**config.mk**
```make
export PLATFORM = sky130hd
export DESIGN_NAME = warmboot_sequencer
export DESIGN_NICKNAME = d
export VERILOG_FILES = /design/src/rtl/warmboot_pkg.sv /design/src/rtl/warmboot_timer.sv /design/src/rtl/warmboot_sequencer.sv
export SDC_FILE = /design/constraint.sdc
export NUM_CORES = 1
export LEC_CHECK = 0
export CORE_MARGIN = 3
export CORE_UTILIZATION = 50
export DETAILED_ROUTE_END_ITERATION = 6
export PLACE_DENSITY = 0.72
export SETUP_SLACK_MARGIN = 0.05
export SLEW_MARGIN = 30
export SYNTH_ARGS = -nofsm -noshare
export SYNTH_HDL_FRONTEND = slang
export SYNTH_HIERARCHICAL = 1
export SYNTH_SLANG_ARGS = --single-unit
```
**constraint.sdc**
```tcl
create_clock -name clk_48mhz -period 2.25 [get_ports clk_48mhz]
set_clock_uncertainty 0.05 [all_clocks]
set_input_delay 0.45 -clock clk_48mhz [delete_from_list [all_inputs] [get_ports clk_48mhz]]
set_output_delay 0.45 -clock clk_48mhz [all_outputs]
set_load 0.01 [all_outputs]
```
**src/rtl/warmboot_pkg.sv**
```systemverilog
// rtl/warmboot_pkg.sv - shared state encoding, default cycle counts and image indices for the warmboot sequencer
package warmboot_pkg;

  typedef enum logic [2:0] {
    ST_ATTACH_WAIT = 3'd0,
    ST_IDLE        = 3'd1,
    ST_DETACH      = 3'd2,
    ST_SETUP       = 3'd3,
    ST_BOOT        = 3'd4
  } state_e;

  // Defaults assume the 48 MHz USB clock.
  localparam int unsigned DEF_ATTACH_CYCLES  = 48000;
  localparam int unsigned DEF_DETACH_CYCLES  = 480000;
  localparam int unsigned DEF_SETUP_CYCLES   = 4;
  localparam int unsigned DEF_TIMEOUT_CYCLES = 480000000;

  localparam logic [1:0] IMG_BOOTLOADER = 2'd0;
  localparam logic [1:0] IMG_USER       = 2'd1;

  function automatic int unsigned max_u(input int unsigned a, input int unsigned b);
    return (a > b) ? a : b;
  endfunction

endpackage

```
**src/rtl/warmboot_timer.sv**
```systemverilog
// rtl/warmboot_timer.sv - loadable down-counter with a registered zero flag
module warmboot_timer #(
  parameter int unsigned WIDTH = 8
) (
  input  logic             clk_i,
  input  logic             rst_ni,
  input  logic             load_i,
  input  logic             en_i,
  input  logic [WIDTH-1:0] load_val_i,
  output logic             zero_o
);

  logic [WIDTH-1:0] count_q, count_d;
  logic             zero_q, zero_d;

  // zero_q tracks count_q == 0, except straight out of reset where the
  // counter is unloaded and must not read as expired.
  always_comb begin
    count_d = count_q;
    zero_d  = zero_q;
    if (load_i) begin
      count_d = load_val_i;
      zero_d  = (load_val_i == '0);
    end else if (en_i && (count_q != '0)) begin
      count_d = count_q - WIDTH'(1);
      zero_d  = (count_q == WIDTH'(1));
    end
  end

  always_ff @(posedge clk_i or negedge rst_ni) begin
    if (!rst_ni) begin
      count_q <= '0;
      zero_q  <= 1'b0;
    end else begin
      count_q <= count_d;
      zero_q  <= zero_d;
    end
  end

  assign zero_o = zero_q;

endmodule

```
**src/rtl/warmboot_sequencer.sv**
```systemverilog
// rtl/warmboot_sequencer.sv - USB pull-up and SB_WARMBOOT sequencing; WARMBOOT_SEQ_TIMEOUT_EN adds idle auto-boot
module warmboot_sequencer
  import warmboot_pkg::*;
#(
  parameter int unsigned ATTACH_CYCLES  = DEF_ATTACH_CYCLES,
  parameter int unsigned DETACH_CYCLES  = DEF_DETACH_CYCLES,
  parameter int unsigned SETUP_CYCLES   = DEF_SETUP_CYCLES,
  parameter int unsigned TIMEOUT_CYCLES = DEF_TIMEOUT_CYCLES,
  parameter logic [1:0]  TIMEOUT_IMG    = IMG_USER
) (
  input  logic       clk_48mhz,
  input  logic       reset_n,
  input  logic       boot_req,
  input  logic [1:0] boot_img,
  input  logic       usb_activity,
  output logic       usb_pu_en,
  output logic [1:0] wb_s,
  output logic       wb_boot,
  output logic       busy,
  output logic [2:0] state_o
);

  localparam int unsigned MAX_PHASE = max_u(max_u(ATTACH_CYCLES, DETACH_CYCLES), SETUP_CYCLES);
`ifdef WARMBOOT_SEQ_TIMEOUT_EN
  localparam int unsigned MAX_CYC = max_u(MAX_PHASE, TIMEOUT_CYCLES);
`else
  localparam int unsigned MAX_CYC = MAX_PHASE;
`endif
  localparam int unsigned CW = $clog2(MAX_CYC) + 1;

  // Loading N-1 on the entry edge makes each phase last exactly N cycles.
  localparam logic [CW-1:0] ATTACH_LD = CW'(ATTACH_CYCLES - 1);
  localparam logic [CW-1:0] DETACH_LD = CW'(DETACH_CYCLES - 1);
  localparam logic [CW-1:0] SETUP_LD  = CW'(SETUP_CYCLES - 1);

  state_e          state_q, state_d;
  logic [1:0]      img_q, img_d;
  logic            armed_q;
  logic            ph_load, ph_zero;
  logic [CW-1:0]   ph_val;
  logic            req;
  logic [1:0]      req_img;
  logic            pu_q, wb_boot_q, busy_q;
  logic [1:0]      wb_s_q;

  warmboot_timer #(.WIDTH(CW)) u_phase_timer (
    .clk_i      (clk_48mhz),
    .rst_ni     (reset_n),
    .load_i     (ph_load),
    .en_i       (1'b1),
    .load_val_i (ph_val),
    .zero_o     (ph_zero)
  );

  // Reset itself counts as entering ATTACH_WAIT; armed_q loads the first phase.
  always_comb begin
    state_d = state_q;
    img_d   = img_q;
    ph_load = 1'b0;
    ph_val  = '0;
    case (state_q)
      ST_ATTACH_WAIT: begin
        if (!armed_q) begin
          ph_load = 1'b1;
          ph_val  = ATTACH_LD;
        end else if (ph_zero) begin
          state_d = ST_IDLE;
        end
      end
      ST_IDLE: begin
        if (req) begin
          state_d = ST_DETACH;
          img_d   = req_img;
          ph_load = 1'b1;
          ph_val  = DETACH_LD;
        end
      end
      ST_DETACH: begin
        if (ph_zero) begin
          state_d = ST_SETUP;
          ph_load = 1'b1;
          ph_val  = SETUP_LD;
        end
      end
      ST_SETUP: begin
        if (ph_zero) state_d = ST_BOOT;
      end
      ST_BOOT: begin
        state_d = ST_BOOT;
      end
      default: begin
        state_d = ST_ATTACH_WAIT;
        ph_load = 1'b1;
        ph_val  = ATTACH_LD;
      end
    endcase
  end

`ifdef WARMBOOT_SEQ_TIMEOUT_EN
  logic tmo_load, tmo_zero, tmo_expired;

  assign tmo_load    = (state_d == ST_IDLE) && ((state_q != ST_IDLE) || usb_activity);
  assign tmo_expired = (state_q == ST_IDLE) && tmo_zero;

  warmboot_timer #(.WIDTH(CW)) u_timeout_timer (
    .clk_i      (clk_48mhz),
    .rst_ni     (reset_n),
    .load_i     (tmo_load),
    .en_i       (state_q == ST_IDLE),
    .load_val_i (CW'(TIMEOUT_CYCLES - 1)),
    .zero_o     (tmo_zero)
  );

  // An explicit request in the expiry cycle keeps its own image.
  assign req     = boot_req | tmo_expired;
  assign req_img = boot_req ? boot_img : TIMEOUT_IMG;
`else
  logic unused_tmo;
  assign unused_tmo = usb_activity ^ (TIMEOUT_CYCLES != 0) ^ (TIMEOUT_IMG != 2'd0);
  assign req        = boot_req;
  assign req_img    = boot_img;
`endif

  always_ff @(posedge clk_48mhz or negedge reset_n) begin
    if (!reset_n) begin
      state_q   <= ST_ATTACH_WAIT;
      img_q     <= 2'd0;
      armed_q   <= 1'b0;
      pu_q      <= 1'b0;
      wb_s_q    <= 2'd0;
      wb_boot_q <= 1'b0;
      busy_q    <= 1'b1;
    end else begin
      state_q   <= state_d;
      img_q     <= img_d;
      armed_q   <= 1'b1;
      pu_q      <= (state_d == ST_IDLE);
      wb_s_q    <= ((state_d == ST_SETUP) || (state_d == ST_BOOT)) ? img_d : 2'd0;
      wb_boot_q <= (state_d == ST_BOOT);
      busy_q    <= (state_d != ST_IDLE);
    end
  end

  assign usb_pu_en = pu_q;
  assign wb_s      = wb_s_q;
  assign wb_boot   = wb_boot_q;
  assign busy      = busy_q;
  assign state_o   = state_q;

endmodule
```
==> results.json <==
{
  "status": "completed",
  "synthMostInstantiatedCell": "dfrtp_1",
  "synth_top_cells_by_count": "dfrtp_1, nand2_1, nor2_1, a21oi_1",
  "ctsHtreeMaxLevel": 2,
  "syn_to_final_growth_pct": 22.67,
  "io_pins": 14,
  "worstPathArrival_ns": 2.27,
  "n_fill_cell": 325,
  "critPathKind": "reg -> reg",
  "synth_ff_type": "dfrtp_1",
  "drtIter0Drc": 186,
  "whs_endpoint": "img_q[0]",
  "hold_ws_ns": 0.4383,
  "finalCritPeriodShare_pct": 92.82,
  "holdPathStages": 2,
  "antenna_found_initial": 0,
  "firstDrtPassIters": 4,
  "post-cts-setup-buffer-count": 0,
  "grt_pass1_vias": 1882,
  "ys_seq_elements": 32,
  "netlist.top_cell.by_area": "dfrtp_1",
  "maxSlewViolCount": 0,
  "path_cells": "nor2_2 -> mux2_2 -> or4_1 -> or3_1 -> o32ai_1 -> mux2_4",
  "rr_worst_depth": 6,
  "worstHoldStart": "img_q[0]",
  "cts_buffers": 5,
  "num_rows": 22,
  "ant_nets": 0,
  "timing.rr.end": "u_phase_timer/zero_o",
  "synth_cells": 225,
  "n_antenna_cell": 0,
  "fin_crit_ns": 2.088,
  "worstSkewPairLatency_ns": 0.28,
  "viasPerCell": 5.949,
  "vdd_drop_max_uv": 605.0,
  "hpwl_mm": 3.449,
  "setup_tns_ns": 0,
  "drive_above_1_share_pct": 20.08,
  "yosysWarnings": 6,
  "cpPeakStageDelay_ns": 0.49,
  "grt_max_degree": 33,
  "cp_top_family": "simple AND/OR/NAND/NOR gates",
  "drc": 0,
  "synth_seq_area_share_pct": 39.49,
  "critPathCaptureType": "flip-flop",
  "syn_area_mm2": 0.002031,
  "fmax_mhz": 478.8,
  "crit_required_ns": 2.43,
  "die_h_um": 69.73,
  "r2r_start": "state_o[0]",
  "core_mm2": 0.003799,
  "grt_setup_unrepaired": "true",
  "numPortBuffers": 12,
  "avgSynthCellArea_um2": 9.025,
  "overflow": 0,
  "cap_violations": 0,
  "track_usage_pct": 21.72,
  "reg2reg_slack_ns": 0.16,
  "crit_buf_inv": 0,
  "netlist.area_leader.share_pct": 38.20,
  "startpoint_type": "flip-flop",
  "synth-edff-count": 0,
  "synth_cell_types": 60,
  "cp-startpoint": "state_o[0]",
  "worstPathMaxFanout": 4,
  "routed_wirelength_mm": 4.803,
  "hold_path.class": "reg -> reg",
  "post-route-util_pct": 65.58,
  "cts_tree": "built",
  "power.density_mw_per_mm2": 1104,
  "grt_first_pass_wirelength_mm": 8.680,
  "hold_viol": 0,
  "via_count": 1856,
  "gp_congestion": 0.8329,
  "clk_pin_slew_ns": 0.07,
  "p_leak_uw": 0.001032,
  "fp.dieArea_mm2": 0.004862,
  "netlist_top_cells_area": "dfrtp_1, nand2_1, nor2_1, a21oi_1, or4_1",
  "die_w_um": 69.73,
  "drt-wirelength-per-cell_um": 15.39,
  "clk_path_buf_depth": 2,
  "layout.nets": 272,
  "start_util_pct": 53.46,
  "slowest_stage": "or4_1",
  "setup_viol": 0,
  "cts_sinks": 32,
  "cts_root_buf": "clkbuf_8",
  "ys_async_sr_fraction_pct": 100.0
}
## worst reg2reg max path: cells and delay by family, from the launching register on
family / cells / cell delay (ns)
AND/OR/NAND/NOR: 3 / 0.93
AO/OA/AOI/OAI: 1 / 0.11
multiplexers: 2 / 0.55
flip-flops: 1 / 0.40
## sequential cells by signal, indices dropped and copies added (netlist names)
register               flops
u_phase_timer/count_q     20
state_o                    3
wb_boot                    1
usb_pu_en                  1
u_phase_timer/zero_o       1
wb_s                       2
armed_q                    1
img_q                      2
busy                       1
## kinds of logic (layout without fill, tap and decap cells)
| kind of cell | count (synthesis) | after routing | synth area share [%] |
|---|---|---|---|
| and+or+nand+nor | 105 | 105 | 31.49 |
| AOI/OAI and AO/OA | 57 | 57 | 18.98 |
| DFF | 32 | 32 | 39.49 |
| buffers and inverters | 21 | 56 | 4.867 |
| muxes | 4 | 4 | 2.526 |
| adders and majority gates | 3 | 3 | 1.849 |
| other | 2 | 6 | 0.3698 |
| xor gates and xnor gates | 1 | 1 | 0.4314 |
## area by class of cell
cell class | count | area, µm² | share of cell area, %
Multi-Input combinational cell | 176 | 1161 | 46.61
Sequential cell | 32 | 802.0 | 32.19
Inverter | 9 | 33.78 | 1.356
Timing Repair Buffer | 39 | 322.8 | 12.96
Clock buffer | 5 | 68.82 | 2.762
Tap cell | 48 | 60.06 | 2.411
Clock inverter | 3 | 42.54 | 1.708
## per-layer routing
layer | track usage (%) | part of all wire (%) | wire (µm)
met1 | 30.24 | 47 | 2268
met2 | 33.05 | 47 | 2279
met3 | 5.362 | 5.0 | 238
met4 | 7.234 | 0.35 | 17
met5 | 0 | 0 | 0
## layout by cell type, fill, tap and decap left out, drive strengths merged, types with 3 or more instances in the layout
master,instances
nand2b,4
inv,8
clkbuf,5
nand2,20
buf,27
ha,3
nand3,10
o211ai,3
a31oi,8
o21ai,10
o31ai,5
or3,4
nor2,19
nand4,9
a21oi,13
a211o,3
nor4,7
dfrtp,31
conb,6
nor3,10
mux2,3
clkdlybuf4s50,12
or4,7
## through the flow
stage          setup slack [ns]  power [µW]  std cells  instance area, µm²
3_5_place_dp           -0.09936        2191        304                2372
6_report                 0.1617        2749        312                2491
5_1_grt                 0.03512        2978        312                2491
3_3_place_gp           -0.08377        2151        304                2372
4_1_cts                  0.1496        2750        312                2484
2_1_floorplan           0.06062        1791        229                2048
## how the worst max path moves through the flow
stage	end	slack, ns	cells after the start
global route	u_phase_timer/zero_o	0.04	7
CTS	u_phase_timer/count_q[3]	0.15	6
floorplan	u_phase_timer/zero_o	0.06	6
detailed placement	u_phase_timer/zero_o	-0.1	6
global placement	u_phase_timer/zero_o	-0.08	6
finish	u_phase_timer/zero_o	0.16	6
## power breakdown
group	internal [µW]	switching (µW)
Combinational	550	624
Sequential	779	248
Clock	328	221
## repair_timing
action	in CTS	in global routing
setup endpoints to repair	0	3
resized for setup	0	2
hold buffers	0	0
Note: power is estimated with default switching activity, not from simulation.
